## src/rtl/fifo_lb_pkg.sv

```systemverilog
// Shared types and constants for the FIFO loopback checker.
// The LFSR constants below are used only when FIFO_LB_PRBS_EN is defined.
package fifo_lb_pkg;

    // Run sequencing states
    typedef enum logic [2:0] {
        ST_IDLE  = 3'd0,
        ST_WRITE = 3'd1,
        ST_READ  = 3'd2,
        ST_DRAIN = 3'd3,
        ST_DONE  = 3'd4
    } lb_state_t;

    // Fibonacci LFSR x^32 + x^22 + x^2 + x + 1: the feedback is the XOR of state bits 31, 21, 1 and 0
    localparam int          LFSR_W        = 32;
    localparam logic [31:0] LFSR_TAPS     = 32'h8020_0003;
    // An all-zero state would lock the LFSR, so a zero seed is replaced by this value
    localparam logic [31:0] LFSR_ZERO_SUB = 32'h0000_0001;

    // Consecutive stall cycles before a run is abandoned
    localparam int          DEF_TIMEOUT   = 64;

    // Advance the LFSR by one step: shift left and insert the feedback bit at bit 0
    function automatic logic [LFSR_W-1:0] lfsr_next(input logic [LFSR_W-1:0] s);
        return {s[LFSR_W-2:0], ^(s & LFSR_TAPS)};
    endfunction

endpackage

```

## src/rtl/fifo_lb_pattern.sv

```systemverilog
// Pattern source for the loopback checker. It produces the word for the current index.
// "load" rewinds the source to index 0, and "step" advances it by one word.
// If FIFO_LB_PRBS_EN is defined, the source is a 32-bit LFSR seeded from BASE.
// Otherwise it is an incrementing count that starts at BASE and wraps modulo 2^DW.
module fifo_lb_pattern
    import fifo_lb_pkg::*;
#(
    parameter int          DW   = 8,
    parameter logic [31:0] BASE = 32'h40
) (
    input  logic          clk,
    input  logic          rst,
    input  logic          load,
    input  logic          step,
    output logic [DW-1:0] value
);

`ifdef FIFO_LB_PRBS_EN
    // Only the low DW bits of BASE form the seed
    localparam logic [31:0] MASK = 32'((64'h1 << DW) - 64'h1);
    localparam logic [31:0] SEED = ((BASE & MASK) == 32'h0) ? LFSR_ZERO_SUB : (BASE & MASK);

    logic [LFSR_W-1:0] r_lfsr;

    // LFSR state: reseeded at run start, one shift per word
    always_ff @(posedge clk or posedge rst) begin
        if (rst)
            r_lfsr <= '0;
        else if (load)
            r_lfsr <= SEED;
        else if (step)
            r_lfsr <= lfsr_next(r_lfsr);
    end

    assign value = r_lfsr[DW-1:0];
`else
    logic [DW-1:0] r_cnt;

    // Incrementing pattern: BASE at run start, then +1 per word, wrapping naturally
    always_ff @(posedge clk or posedge rst) begin
        if (rst)
            r_cnt <= '0;
        else if (load)
            r_cnt <= BASE[DW-1:0];
        else if (step)
            r_cnt <= r_cnt + DW'(1);
    end

    assign value = r_cnt;
`endif

endmodule

```

## config.mk

```make
export PLATFORM = sky130hd
export DESIGN_NAME = fifo_lb_pattern
export DESIGN_NICKNAME = d
export VERILOG_FILES = /design/src/rtl/fifo_lb_pkg.sv /design/src/rtl/fifo_lb_pattern.sv
export SDC_FILE = /design/constraint.sdc
export NUM_CORES = 1
export LEC_CHECK = 0
export CORE_AREA = 4 4 41 43
export CTS_BUF_LIST = sky130_fd_sc_hd__clkbuf_8 sky130_fd_sc_hd__clkbuf_16
export CTS_CLUSTER_DIAMETER = 120
export CTS_CLUSTER_SIZE = 28
export DETAILED_ROUTE_END_ITERATION = 7
export DIE_AREA = 0 0 45 47
export GPL_TIMING_DRIVEN = 0
export HOLD_SLACK_MARGIN = 0.03
export PLACE_DENSITY_LB_ADDON = 0.2
export SYNTH_ARGS = -nofsm -noshare
export SYNTH_HDL_FRONTEND = slang
export SYNTH_SLANG_ARGS = --single-unit
```

## constraint.sdc

```tcl
create_clock -name clk -period 1.45 [get_ports clk]
set_input_delay 0.29 -clock clk [delete_from_list [all_inputs] [get_ports clk]]
set_output_delay 0.29 -clock clk [all_outputs]
set_load 0.02 [all_outputs]
```

# == Word level (Yosys, flattened, before mapping) ==
# Cells that the tools add are included.
# word_totals
out_inout_bits,8
elab_cells,5
memories,0
in_bits,4
ram_bits,0
ff_bits,8
latchBits,0
rom_bits,0
# op_classes
n_lt_le_gt_ge,0
mul,0
addsub,1
n_bitwise,0
n_reduce_logical,1
shift,0
n_mux,2
div_mod_pow,0
n_eq_ne,0
# ops
op,count
$mux 8,2
$add 8x1->8 const B,1
$reduce_bool 2->1,1

# == Depth between registers and ports, before layout ==
# depth
ltp_word,3
ltp_mapped,4
ltp_nobuf,4

# == Least setup slack after synthesis ==
# No wires, ideal clock.
# synth_timing
kind,reg2reg
startpoint,register r_cnt[0] (netlist: value[0])
endpoint,register r_cnt[6] (netlist: value[6])
path_stages_with_launch,5
synth_period_minus_slack_ps,1433
t_arrival_ps,1302
path_buffers,0
setup_ps,131
required_time_ps,1319
path_slack_ps,17
cell_sequence,dfrtp_1 > ha_1 > nand3_1 > o21ai_0 > or3b_1
# synth_via
elab_chain_len,3
# synth_rtl
element,line,rtl
from (decl),fifo_lb_pattern.sv:37,logic [DW-1:0] r_cnt;
from (signal assigned),fifo_lb_pattern.sv:44,r_cnt <= BASE[DW-1:0];
from (signal assigned),fifo_lb_pattern.sv:46,r_cnt <= r_cnt + DW'(1);
$add 8x1->8,fifo_lb_pattern.sv:46,
$mux 8,fifo_lb_pattern.sv:45,else if (step)
$mux 8,fifo_lb_pattern.sv:43,else if (load)
# No other way between the ends. The select of a mux whose other input is x is not followed.
# A chain may end at the register's enable or synchronous reset.

# == Final worst setup path ==
# Ends and elaborated chain as after synthesis.

==> flow_summary.ini <==
[pwr]
p_leak_nw = 0.248
p_per_area_mw_per_mm2 = 1010
ir_drop_v = 0.000496

[clock_network]
cts_root_buf = clkbuf_8
clkSinkCount = 8
clockBufferDepth = 2
cts_setup_buffers = 0
htree_num_levels = 1
clk_pin_slew_worst_paths_ns = 0.04
clk_latency_ns = 0.23
cts_tree = done
numCtsBuffers = 3

[setup_path]
cp.arrival_ns = 1.48
worstSetupStartpointType = flip-flop
path_max_fanout = 4
worst-path-buf-inv = 0
required_ns = 1.55
max_stage_delay_ns = 0.41
critPathKind = flip-flop to flip-flop
cp_slowest_cell = dfrtp_2
critPathTopFamily = simple AND/OR/NAND/NOR gates
worst_setup_path_end_kind = flip-flop
path_cells = ha_1 > nand3_1 > o21ai_0 > or3b_1

[sta]
fin_hold_ws_ns = 0.264
hold_viol = 0
fin_skew_ns = 0.000315
tightestPinTransition_ns = 0.310
maxSlewViolCount = 0
period_share = 0.947
max_freq_ghz = 0.728
setup_tns_ns = 0
rsz0062_at_grt = no
final-setup-viol-count = 0
min_period_ns = 1.37
relSlewSlack = 0.793

[synthesis]
synth.distinct_cells = 18
synth_top_cell_by_area = dfrtp_1
synth-seq-area-share = 0.492
syn_inst = 38
synth_top_area_frac = 0.492
syn_area_um2 = 407
syn_area_per_cell_um2 = 10.7
synth_nets = 43
ys_top_cells_by_area = dfrtp_1 49%, o2111ai_4 6.5%, xor2_1 6.5%
ys_ff_latch = 8
ys_warn_count = 0

[floorplan]
die_area_mm2 = 0.00212
initial_utilization = 0.313
num_rows = 13
die_w_um = 45
core_mm2 = 0.00130
pin_count = 12
die_h_um = 47

[placement]
place_hpwl_um = 655
place.gp.congestion = 0.688
port_buffers = 9

[drt]
firstDrtPassIters = 3
drt-total-wl_um = 869
drt_iter0_markers = 8
vias = 328
drc = 0
ant_nets = 0
avgRoutedWirePerCell_um = 13.4
viasPerCell = 5.05

[finish]
drive_above_1_share = 0.160
area_delta_synth_final_pct = 35.1
diodes = 0
nets = 57
largest_register_ffs = 8

[grt]
grt_pass1_wl_um = 1490
grt_pass1_vias = 344
grt_usage = 0.102
grt-ovfl-total = 0
grt_antenna_before_repair = 0
grt_start_max_net_pins = 10

[run_status]
status = complete, no violations

[run]
drv_cap = 0

[min_path]
hp-class = input port to flip-flop
-- routing by layer --
metal | share of wire | track usage
met3 | 0.098 | 0.0460
met1 | 0.42 | 0.106
met4 | 0.024 | 0.0702
met5 | 0 | 0
met2 | 0.45 | 0.167
-- power breakdown --
group	switching (mW)	total [mW]	internal (mW)
Clock	0.0846	0.264	0.180
Sequential	0.0103	0.241	0.231
Combinational	0.0292	0.0504	0.0212
-- metrics by stage --
| stage | util | cell area, µm² | total power, mW | cells | setup slack (ns) |
|---|---|---|---|---|---|
| 2_1_floorplan | - | 407 | 0.275 | 38 | 0.0169 |
| 3_3_place_gp | 0.396 | 515 | 0.295 | 62 | 0.0704 |
| 3_5_place_dp | 0.396 | 515 | 0.300 | 62 | 0.0389 |
| 4_1_cts | 0.420 | 547 | 0.564 | 65 | 0.0286 |
| 5_1_grt | 0.422 | 549 | 0.579 | 65 | 0.0301 |
| 6_report | 0.422 | 549 | 0.556 | 65 | 0.0771 |
-- cell usage after synthesis --
master	number
inv_1	1
buf_6	1
or3_1	2
nor3_1	1
nand3_1	2
nand2_1	2
ha_1	1
buf_4	1
o2111ai_4	1
or3b_1	1
nor2_1	5
nand4_1	2
xnor2_1	1
dfrtp_1	8
xor2_1	3
a21oi_1	2
mux2i_1	1
o21ai_0	3
-- worst reg2reg max path, stage by stage, from the launching register on --
cell and delay [ns]:
dfrtp_2 0.41, ha_1 0.23, nand3_1 0.11, o21ai_0 0.15, or3b_1 0.35
-- cell families (layout without fill, tap and decap cells) --
kind of cell             count (synthesis)  in the layout  share of synthesized area
AND/OR/NAND/NOR                         15             15                      0.185
flip-flops                               8              8                      0.492
AO/OA/AOI/OAI                            6              6                      0.126
XOR/XNOR                                 4              4                     0.0862
buffers and inverters                    3             15                     0.0554
adder cells (fa/ha/maj)                  1              1                     0.0308
multiplexers                             1              1                     0.0246
-- what timing repair did --
item / CTS / global route
gates resized for setup: 8 / 2
endpoints found under the setup margin: 8 / 1
hold buffers: 0 / 0
-- cell usage in the layout, fill, tap and decap left out, drive strengths merged --
| cell type | count |
|---|---|
| mux2i | 1 |
| or3 | 2 |
| clkbuf | 3 |
| clkdlybuf4s50 | 1 |
| ha | 1 |
| xnor2 | 1 |
| o2111ai | 1 |
| o21ai | 3 |
| nor2 | 5 |
| nor3 | 1 |
| a21oi | 2 |
| or3b | 1 |
| nand4 | 2 |
| nand2 | 2 |
| dlygate4sd2 | 8 |
| inv | 1 |
| nand3 | 2 |
| buf | 2 |
| dfrtp | 8 |
| xor2 | 3 |
-- cell type report --
cell class / instances / area [µm²]
fillers: 150 / 752
flip-flops and latches: 8 / 203
well taps: 15 / 18.8
clock buffers: 3 / 41.3
repair buffers: 9 / 80.1
plain buffers: 2 / 18.8
multi-input cells: 27 / 184
inverters: 1 / 3.75
-- path summary, 6_finish.rpt --
check,from,to,slack (ns),cells after the start
hold / removal,load,value[0],0.26,2
setup / recovery,value[0],value[6],0.08,4
hold reg to reg,value[7],value[7],0.54,2
min in group asynchronous,rst,value[3],0.31,2
setup reg to reg,value[0],value[6],0.08,4
max in group asynchronous,rst,value[1],0.89,2
(Power assumes the default switching activity.)
